--- src/rtl/car_gate_ctrl.sv ---
// ---------------------------------------------------------------------------
// car_gate_ctrl
//   Lane sensor front-end for the garage. Two beams cross the lane: sens_a on
//   the street side, sens_b on the garage side. Both are synchronized and
//   debounced. A direction FSM then follows each car through the beams. It
//   emits one-cycle entry/exit pulses for the occupancy counter, drives the
//   barrier and refuses entry while the counter reports full.
//
// Ports
//   clk        system clock, all state on the rising edge
//   reset      asynchronous, active-high, clears all state
//   sens_a     raw street-side beam (1 = blocked), asynchronous to clk
//   sens_b     raw garage-side beam (1 = blocked), asynchronous to clk
//   full       occupancy counter at capacity (looked at only in IDLE)
//   empty      occupancy counter at zero (looked at only in IDLE)
//   car_in     one-cycle pulse, completed entry
//   car_out    one-cycle pulse, completed exit
//   denied     one-cycle pulse, entry refused because full
//   gate_open  barrier drive, 1 = raised (any IN_*/OUT_* state)
//   err        high while in FAULT
//   state      current FSM state encoding
// ---------------------------------------------------------------------------
module car_gate_ctrl #(
    parameter int DEB_CYCLES = 4,
    parameter int TIMEOUT    = 1000,
    parameter int TW         = 16
) (
    input  logic       clk,
    input  logic       reset,
    input  logic       sens_a,
    input  logic       sens_b,
    input  logic       full,
    input  logic       empty,
    output logic       car_in,
    output logic       car_out,
    output logic       denied,
    output logic       gate_open,
    output logic       err,
    output logic [2:0] state
);

    typedef enum logic [2:0] {
        IDLE   = 3'd0,
        IN_A   = 3'd1,
        IN_AB  = 3'd2,
        IN_B   = 3'd3,
        OUT_B  = 3'd4,
        OUT_AB = 3'd5,
        OUT_A  = 3'd6,
        FAULT  = 3'd7
    } state_t;

    localparam logic [TW-1:0] DEB_LAST = TW'(DEB_CYCLES - 1);
    localparam logic [TW-1:0] TMO_LAST = TW'(TIMEOUT - 1);

    // Stage p0/p1: two-flop synchronizers for the raw beams
    logic sa_p0, sa_p1;
    logic sb_p0, sb_p1;

    always_ff @(posedge clk or posedge reset) begin
        if (reset) begin
            sa_p0 <= 1'b0;
            sa_p1 <= 1'b0;
            sb_p0 <= 1'b0;
            sb_p1 <= 1'b0;
        end else begin
            sa_p0 <= sens_a;
            sa_p1 <= sa_p0;
            sb_p0 <= sens_b;
            sb_p1 <= sb_p0;
        end
    end

    // Stage p2: debounce. A counter runs while the synchronized value
    // disagrees with the debounced one; any agreement clears it.
    logic          deb_a, deb_b;
    logic [TW-1:0] cnt_a, cnt_b;

    always_ff @(posedge clk or posedge reset) begin
        if (reset) begin
            deb_a <= 1'b0;
            deb_b <= 1'b0;
            cnt_a <= '0;
            cnt_b <= '0;
        end else begin
            if (sa_p1 == deb_a) begin
                cnt_a <= '0;
            end else if (cnt_a == DEB_LAST) begin
                deb_a <= sa_p1;
                cnt_a <= '0;
            end else begin
                cnt_a <= cnt_a + 1'b1;
            end

            if (sb_p1 == deb_b) begin
                cnt_b <= '0;
            end else if (cnt_b == DEB_LAST) begin
                deb_b <= sb_p1;
                cnt_b <= '0;
            end else begin
                cnt_b <= cnt_b + 1'b1;
            end
        end
    end

    // Stage p3: direction FSM on debounced beams
    state_t        cur, nxt;
    logic [TW-1:0] tmo;
    logic          deny_hold, deny_hold_nxt;
    logic          car_in_nxt, car_out_nxt, denied_nxt;
    logic [1:0]    ab;
    logic          in_passage;

    assign ab         = {deb_a, deb_b};
    assign in_passage = (cur != IDLE) && (cur != FAULT);

    always_comb begin
        nxt         = cur;
        car_in_nxt  = 1'b0;
        car_out_nxt = 1'b0;
        denied_nxt  = 1'b0;
        // A refused car keeps the hold until it clears the street beam, so
        // one car sitting in front of a full garage yields only one pulse.
        deny_hold_nxt = deny_hold & deb_a;

        unique case (cur)
            IDLE: begin
                case (ab)
                    2'b10: begin
                        if (!deny_hold) begin
                            if (full) begin
                                denied_nxt    = 1'b1;
                                deny_hold_nxt = 1'b1;
                            end else begin
                                nxt = IN_A;
                            end
                        end
                    end
                    2'b01:   nxt = empty ? FAULT : OUT_B;
                    2'b11:   nxt = FAULT;
                    default: nxt = IDLE;
                endcase
            end
            IN_A: begin
                case (ab)
                    2'b11:   nxt = IN_AB;
                    2'b00:   nxt = IDLE;     // backed out
                    2'b10:   nxt = IN_A;
                    default: nxt = FAULT;
                endcase
            end
            IN_AB: begin
                case (ab)
                    2'b01:   nxt = IN_B;
                    2'b10:   nxt = IN_A;
                    2'b11:   nxt = IN_AB;
                    default: nxt = FAULT;
                endcase
            end
            IN_B: begin
                case (ab)
                    2'b00: begin
                        nxt        = IDLE;
                        car_in_nxt = 1'b1;
                    end
                    2'b11:   nxt = IN_AB;
                    2'b01:   nxt = IN_B;
                    default: nxt = FAULT;
                endcase
            end
            OUT_B: begin
                case (ab)
                    2'b11:   nxt = OUT_AB;
                    2'b00:   nxt = IDLE;     // backed out
                    2'b01:   nxt = OUT_B;
                    default: nxt = FAULT;
                endcase
            end
            OUT_AB: begin
                case (ab)
                    2'b10:   nxt = OUT_A;
                    2'b01:   nxt = OUT_B;
                    2'b11:   nxt = OUT_AB;
                    default: nxt = FAULT;
                endcase
            end
            OUT_A: begin
                case (ab)
                    2'b00: begin
                        nxt         = IDLE;
                        car_out_nxt = 1'b1;
                    end
                    2'b11:   nxt = OUT_AB;
                    2'b10:   nxt = OUT_A;
                    default: nxt = FAULT;
                endcase
            end
            FAULT: begin
                if (ab == 2'b00) begin
                    nxt = IDLE;
                end
            end
        endcase

        // tmo counts cycles already spent in the passage; the cycle that
        // would be number TIMEOUT is replaced by FAULT, beating any event.
        if (in_passage && (tmo == TMO_LAST)) begin
            nxt         = FAULT;
            car_in_nxt  = 1'b0;
            car_out_nxt = 1'b0;
        end
    end

    // Stage p4: registered state and outputs, all aligned to the new state
    always_ff @(posedge clk or posedge reset) begin
        if (reset) begin
            cur       <= IDLE;
            tmo       <= '0;
            deny_hold <= 1'b0;
            car_in    <= 1'b0;
            car_out   <= 1'b0;
            denied    <= 1'b0;
            gate_open <= 1'b0;
            err       <= 1'b0;
        end else begin
            cur       <= nxt;
            tmo       <= in_passage ? tmo + 1'b1 : '0;
            deny_hold <= deny_hold_nxt;
            car_in    <= car_in_nxt;
            car_out   <= car_out_nxt;
            denied    <= denied_nxt;
            gate_open <= (nxt != IDLE) && (nxt != FAULT);
            err       <= (nxt == FAULT);
        end
    end

    assign state = cur;

endmodule

--- config.mk ---
export PLATFORM = sky130hd
export DESIGN_NAME = car_gate_ctrl
export DESIGN_NICKNAME = d
export VERILOG_FILES = /design/src/rtl/car_gate_ctrl.sv
export SDC_FILE = /design/constraint.sdc
export NUM_CORES = 1
export LEC_CHECK = 0
export CORE_MARGIN = 5
export CORE_UTILIZATION = 25
export DETAILED_ROUTE_END_ITERATION = 12
export SLEW_MARGIN = 5
export SYNTH_ARGS = -nofsm -noshare
export SYNTH_HDL_FRONTEND = slang
export SYNTH_SLANG_ARGS = --single-unit
--- constraint.sdc ---
create_clock -name clk -period 3.75 [get_ports clk]
set_clock_uncertainty 0.1 [all_clocks]
set_input_delay 0.75 -clock clk [delete_from_list [all_inputs] [get_ports clk]]
set_output_delay 0.75 -clock clk [all_outputs]
set_load 0.03 [all_outputs]
== Word-level counts from Yosys, hierarchy flattened ==
Index checks and enable logic that the tools add are counted.
Word-level totals
  register bits after elaboration: 63
  latch bits: 0
  memory bits (writable): 0
  memory bits (read-only): 0
  input port bits: 6
  output and inout port bits: 8
  word-level logic and storage cells: 80
  memories: 0
Operators by class
  add/sub/neg operators: 3
  $mul: 0
  divide/modulo/power cells: 0
  magnitude comparators: 0
  equality and inequality tests: 18
  shift operators: 0
  muxes and demuxes: 31
  bitwise gates (word level): 3
  reduce and logical (&&, ||, !) cells: 9
Operator list (count)
  16-bit 2-to-1 mux: 5
  3-bit case mux with 3 select lines: 6
  16-bit by 1-bit adder with 16-bit output (second input constant): 3
  16-bit by 2-bit equality test with 1-bit output (second input constant): 2
  3-bit case mux with 8 select lines: 1
  16-bit by 10-bit equality test with 1-bit output (second input constant): 1
  3-bit equality test (second input constant): 5
  1-bit 2-to-1 mux: 13
  3-bit 2-to-1 mux: 4
  3-bit by 2-bit equality test with 1-bit output (second input constant): 2
  3-bit inequality test (second input constant): 2
  2-bit case mux with 3 select lines: 1
  3-bit nonzero test: 2
  2-bit equality test (second input constant): 2
  2-bit AND reduction: 2
  3-bit by 1-bit equality test with 1-bit output (second input constant): 1
  1-bit logical AND: 3
  3-bit zero test: 1
  1-bit equality test: 2
  2-bit by 1-bit equality test with 1-bit output (second input constant): 1
  2-bit zero test: 1
  2-bit 2-to-1 mux: 1
  1-bit inverter: 2
  1-bit AND: 1

== Depth between registers and ports, before layout ==
Gate-level depths: netlist of run 1.
  depth after elaboration: 7
  depth in mapped cells: 7
  depth with buffers taken out: 7

== Worst setup path before layout of run 1 ==
No wires, ideal clock.
  kind: register to register
  start: register deb_a
  end: register gate_open
  setup time: 0.120 ns
  arrival time: 1.895 ns
  required time: 3.530 ns
  path slack: 1.635 ns
  stages on the path, launching flop included: 8
  buffers on the path: 0
  clock period less this slack: 2.115 ns
  cell sequence: dfrtp_1 > inv_1 > ha_1 > nor4_1 > a32o_1 > a211oi_1 > or3_1 > and3_1
On the way
  cells in the longest elaborated chain, start to end: 6
  elaborated cells on any way between the ends: 17
  classes of those cells: eq/ne (4); mux (10); reduce/logical (3)
Ends and longest elaborated chain
  from (decl): RTL line 76  | logic deb_a, deb_b;
  from (signal assigned): RTL line 89  | deb_a <= sa_p1;
  2-bit equality test (tied with other cells)
  3-bit case mux with 3 select lines (tied with other cells): RTL line 188  | case (ab)
  3-bit case mux with 8 select lines (*): RTL line 126  | unique case (cur)
  3-bit 2-to-1 mux (*): RTL line 207  | if (in_passage && (tmo == TMO_LAST)) begin
  3-bit inequality test / 3-bit nonzero test (equally long branches): RTL line 232  | gate_open <= (nxt != IDLE) && (nxt != FAULT);
  1-bit logical AND (*): RTL line 232
  to (signal assigned): RTL line 232
  to (decl): RTL line 37  | output logic gate_open,
Mark *: on every way between the ends. The rest lies on a longest branch, timed or not.
A chain may end at the register's enable or synchronous reset.

== Final worst setup path of run 1 ==
  start: register cur[0] (netlist: state[0])
  end: output port state[0]
RTL lines
  from (decl): RTL line 107  | state_t cur, nxt;
  from (signal assigned): RTL line 226  | cur <= nxt;
  to (decl): RTL line 39  | output logic [2:0] state
No word-level cell between the ends.

==> results of run 1 <==
## flip-flops by register name (all words and copies together), names as in the netlist
name,cells
cnt_a,16
cnt_b,16
tmo,16
state,3
car_in,1
car_out,1
deb_a,1
deb_b,1
denied,1
deny_hold,1
err,1
gate_open,1
sa_p0,1
sa_p1,1
sb_p0,1
sb_p1,1
## worst min-delay path by stage
stage	startpoint	end	depth (start not counted)
after floorplan	sa_p0$_DFF_PP0_	sa_p1$_DFF_PP0_	0
after global placement	sb_p0$_DFF_PP0_	sb_p1$_DFF_PP0_	0
after detailed placement	sb_p0$_DFF_PP0_	sb_p1$_DFF_PP0_	0
after CTS	sb_p0$_DFF_PP0_	sb_p1$_DFF_PP0_	0
after global routing	sb_p0$_DFF_PP0_	sb_p1$_DFF_PP0_	0
final	sb_p0$_DFF_PP0_	sb_p1$_DFF_PP0_	0
## metal layers
metal  wire length, um  up-vias  global-route usage, %  share of wire (%)
li1                  -     1127                      -                  -
met1              2740     1078                   10.7                 48
met2              2760       25                   13.6                 48
met3               151        8                   2.60                2.6
met4                81        0                   4.27                1.4
met5                 0        -                      0                  0
## power by group through the flow
stage	combinational [uW]	clock [uW]	sequential [uW]
floorplan	544	0	912
global placement	689	0	922
detailed placement	703	0	931
CTS	707	894	919
global route	785	923	939
finish	698	867	921
## layout by cell type (no fill, tap or decap), types with 9 or more instances in the layout
cell | netlist | routed
dfrtp_1 | 63 | 63
nor2_1 | 46 | 46
xor2_1 | 29 | 29
nand2_1 | 22 | 22
nand3_1 | 22 | 22
clkdlybuf4s50_1 | 0 | 13
nand4_1 | 11 | 11
ha_1 | 11 | 11
and3_1 | 10 | 10
nor4_1 | 9 | 9
o21ai_0 | 9 | 9
xnor2_1 | 9 | 9
clkbuf_16 | 0 | 9
## layout make-up
type	instances	area (sq um)	share of cell area (%)
inverters	7	26.3	0.701
clock inverters	4	70.1	1.87
clock buffers	11	243	6.48
well taps	168	210	5.61
flip-flops and latches	63	1580	42.1
repair buffers	15	145	3.87
multi-input cells	234	1480	39.4
## cells by family after synthesis
| family | Yosys count | share of synthesized area [%] |
|---|---|---|
| AO/OA/AOI/OAI | 30 | 6.44 |
| XOR/XNOR | 38 | 10.6 |
| adder cells (fa/ha/maj) | 11 | 4.40 |
| buffers and inverters | 15 | 2.36 |
| flip-flops | 63 | 50.4 |
| multiplexers | 3 | 1.04 |
| AND/OR/NAND/NOR | 152 | 24.7 |
## metrics by stage
| step | util, % | worst slack, ps | hold slack [ps] |
|---|---|---|---|
| 4_1_cts | 30.8 | 1090 | 258 |
| 6_report | 30.8 | 1090 | 254 |
| 5_1_grt | 30.8 | 1010 | 289 |
| 2_1_floorplan | - | 1330 | 231 |
| 3_3_place_gp | 28.3 | 1360 | 235 |
| 3_5_place_dp | 28.3 | 1340 | 239 |
==> results.toml, run 1 <==
[synthesis]
ys_seq_area_share_pct = 50.4
synth_warnings = 0
syn_area_sq_mm = 0.00313
ys_types = 44
async_flop_share_pct = 100
synthTopCellsByArea = "dfrtp_1, xor2_1, nor2_1"
syn_avg_cell_area_sq_um = 10.0
synth_edf_count = 0
ys_seq_elements = 63
synthFlopType = "dfrtp_1"
synthesis.nets = 329
synth_largest_area_cell = "dfrtp_1"
synth.most_common_cell = "dfrtp_1"
synth_cells = 312
synth_top_cell_area_share_pct = 50.4
synth_common_cells = "dfrtp_1, nor2_1, xor2_1"

[worst_setup_path]
crit_required_ps = 2900
path_delay_family = "buffers and inverters"
critPathKind = "reg -> out"
start_kind = "flip-flop"
path_cells = "clkdlybuf4s50_1"
arrival_ps = 1810
rrSetupSlack_ps = 1360
r2r_cells = 7
cp-endpoint = "state[0]"
rr_startpoint = "deb_a$_DFFE_PP0P_"
crit_start = "state[0]$_DFF_PP0_"
cp_num_buf_inv = 1
worst-path-stages = 1
max_stage_delay_ps = 780
r2r-end = "gate_open$_DFF_PP0_"
crit_path_end_kind = "primary output"
cpMaxStageDelayCell = "clkdlybuf4s50_1"
crit_fanout = 18

[sta]
fmax_mhz = 376
relSlewSlack_pct = 43.8
drv_slew = 0
grt_setup_unrepaired = "no"
worst_pin_slew_ps = 841
tns_ps = 0
fin_crit_ps = 2660
hold_viol = 0
fin_crit_sh_pct = 70.9
setup_viol = 0

[global_route]
grt_max_degree = 42
grt_pass1_wl_mm = 10.3
antenna_found_initial = 0
grt_pass1_vias = 2275
grt_usage_pct = 8.63
gr-total-overflow = 0

[cts]
path_clk_slew_ps = 50
clock-sinks = 63
htreeDepth = 3
cts-buffers-inserted = 9
cts_tree = "yes"
cts_resized = 0
cts-root-buf = "clkbuf_16"
hold_buffers = 0
clock_latency_ps = 320
clockBufferDepth = 2
cts_setup_buffers = 0

[layout]
syn2layout_area_growth_pct = 19.8
final_cells = 502
nets = 347
n_antenna_cell = 0
nFillCells = 1235
stdcell_area_sq_mm = 0.00375
final_layout_size_suffix_gt1_share_pct = 7.19

[power_and_ir_drop]
fin_total_pwr_uw = 2490
p_int_uw = 1650
seqPwrFrac_pct = 37.1
pwr-share-comb_pct = 28.1
ir_drop_mv = 0.299
switching_power_uw = 835
swShare_pct = 33.6
pwr_density_cell_mw_per_mm2 = 663
clkPwrFrac_pct = 34.9
p_leak_uw = 0.00163

[drt]
initialDrtViolationCount = 69
drc = 0
drtAntennaViolNets = 0
wl_per_cell_um = 11.4
routed_wl_mm = 5.74
via_per_inst = 4.46
vias = 2238
drt_pass1_iterations = 5

[status]
outcome = "completed"

[floorplanning]
rows = 40
pin_count = 14
start_util_pct = 25.7
coreArea_sq_mm = 0.0122
die_w_um = 122
die_area_sq_mm = 0.0148
die_height_um = 122

[placed_design]
placed_cell_area_sq_mm = 0.00344
hpwlAfterDp_mm = 3.92
io_buffer_count = 13
routabilityCongestion = 0.828
dp_cells = 487

[flow_run]
max_cap_violations = 0

[min_path]
hp-class = "reg -> reg"
Power figures use the tool's default switching activity.
==> inputs of run 2 (changes only) <==
==> constraint.sdc (replaced) <==
create_clock -name clk -period 2.1 [get_ports clk]
set_clock_uncertainty 0.1 [all_clocks]
set_input_delay 0.42 -clock clk [delete_from_list [all_inputs] [get_ports clk]]
set_output_delay 0.42 -clock clk [all_outputs]
set_load 0.03 [all_outputs]
==> run 2 against run 1 <==
Hold slack got worse by 9.1 ps; global-route usage hardly changed; final area increased by 5.0%; clock power up 65%; core utilization increased by 1.5 points.
==> results.toml, run 2 (same netlist as run 1, synthesis figures left out) <==
[status]
outcome = "completed"

[floorplanning]
pin_count = 14
start_util_pct = 25.7
die_w_um = 122
coreArea_sq_mm = 0.0122
die_area_sq_mm = 0.0148
die_height_um = 122
rows = 40

[sta]
fmax_mhz = 481
fin_crit_sh_pct = 99.0
relSlewSlack_pct = 77.0
worst_pin_slew_ps = 345
hold_viol = 0
drv_slew = 0
tns_ps = 0
setup_viol = 0
fin_crit_ps = 2080
grt_setup_unrepaired = "yes"

[global_route]
grt_usage_pct = 8.59
antenna_found_initial = 0
grt_max_degree = 64
gr-total-overflow = 0
grt_pass1_wl_mm = 10.4
grt_pass1_vias = 2342

[worst_setup_path]
crit_fanout = 4
r2r-end = "gate_open$_DFF_PP0_"
start_kind = "flip-flop"
rrSetupSlack_ps = 20
r2r_cells = 6
crit_required_ps = 2210
rr_startpoint = "deb_a$_DFFE_PP0P_"
arrival_ps = 2190
critPathKind = "reg -> reg"
crit_path_end_kind = "flip-flop"

[cts]
path_clk_slew_ps = 50
cts_tree = "yes"
clock_latency_ps = 320
cts-root-buf = "clkbuf_16"
clock-sinks = 63
cts-buffers-inserted = 9
clockBufferDepth = 2
htreeDepth = 3

[drt]
drtAntennaViolNets = 0
wl_per_cell_um = 11.8
routed_wl_mm = 6.15
initialDrtViolationCount = 83
via_per_inst = 4.53
drc = 0
drt_pass1_iterations = 4
vias = 2354

[min_path]
hold-path-cell-count = 0
hp-class = "reg -> reg"
min-delay-start = "sa_p0$_DFF_PP0_"
min_to = "sa_p1$_DFF_PP0_"

[power_and_ir_drop]
pwr_density_cell_mw_per_mm2 = 1220
ir_drop_mv = 0.622
fin_total_pwr_uw = 4820
p_leak_uw = 0.00173

[layout]
reg_top3 = "cnt_a x16, cnt_b x16, tmo x16"
final_layout_size_suffix_gt1_share_pct = 15.3
final_common_cell = "dfrtp_1"
nets = 364
n_antenna_cell = 0
final_cell_mix = "dfrtp_1, nor2_1, xor2_1, nand2_1, nand3_1"
final_util_pct = 32.4
syn2layout_area_growth_pct = 25.8

[placed_design]
routabilityCongestion = 0.828
hpwlAfterDp_mm = 3.94
io_buffer_count = 13

[flow_run]
max_cap_violations = 0
==> run 2: changes by cell type in the layout (fill, tap and decap cells not counted), sizes merged <==
cell           before  now
dlygate4sd2         0    2
clkbuf             11   10
clkinv              2    4
dlymetal6s2s        0    1
clkdlybuf4s50      13   10
buf                 2   19
bufinv              2    1
clkinvlp            0    1
==> run 2: layout make-up <==
class                      count  area, sq um
inverter                       7         26.3
tap                          168          210
clock buffer                  10          229
timing repair buffer          32          285
multi-input combinational    234         1550
sequential                    63         1580
clock inverter                 6         61.3
fill                        1227         8230
==> run 2: what timing repair did <==
action,in CTS,in global routing
hold buffers,0,0
pin swaps,0,4
setup buffers,0,2
gates resized for setup,6,13
setup endpoints to repair,5,3
==> run 2: power breakdown <==
group	switching (uW)	total [uW]	internal [uW]
clock network	516	1430	913
registers	219	1600	1380
logic	970	1790	819
==> run 2: worst max-delay path: stages (launching register included) <==
cell	delay [ps]
dfrtp_1	380
inv_2	80
ha_1	350
o32a_1	360
o2111a_1	140
or3_1	380
and3_1	180
==> run 2: through the flow <==
| stage | cell area, sq um | cells | hold WS [ps] | worst slack [ps] |
|---|---|---|---|---|
| global placement | 3560 | 502 | 239 | 13.3 |
| global route | 3940 | 520 | 256 | -62.7 |
| CTS | 3870 | 518 | 246 | -36.2 |
| detailed placement | 3560 | 502 | 235 | -46.0 |
| floorplan | 3130 | 312 | 231 | -14.7 |
| finish | 3940 | 520 | 245 | 21.9 |
==> run 2: layer usage <==
metal / track usage (%) / part of all wire [%] / wire, um
met5: 0 / 0 / 0
met4: 4.41 / 3.1 / 192
met3: 1.90 / 3.0 / 186
met2: 14.4 / 47 / 2920
met1: 10.4 / 46 / 2860
==> run 2: worst max-delay path by stage <==
stage / from / endpoint / slack (ps) / cells past startpoint
global placement: deb_a$_DFFE_PP0P_ / gate_open$_DFF_PP0_ / 10 / 7
CTS: deb_a$_DFFE_PP0P_ / gate_open$_DFF_PP0_ / -40 / 7
finish: deb_a$_DFFE_PP0P_ / gate_open$_DFF_PP0_ / 20 / 6
floorplan: deb_a$_DFFE_PP0P_ / gate_open$_DFF_PP0_ / -10 / 7
detailed placement: deb_a$_DFFE_PP0P_ / gate_open$_DFF_PP0_ / -50 / 7
global route: deb_a$_DFFE_PP0P_ / gate_open$_DFF_PP0_ / -60 / 6
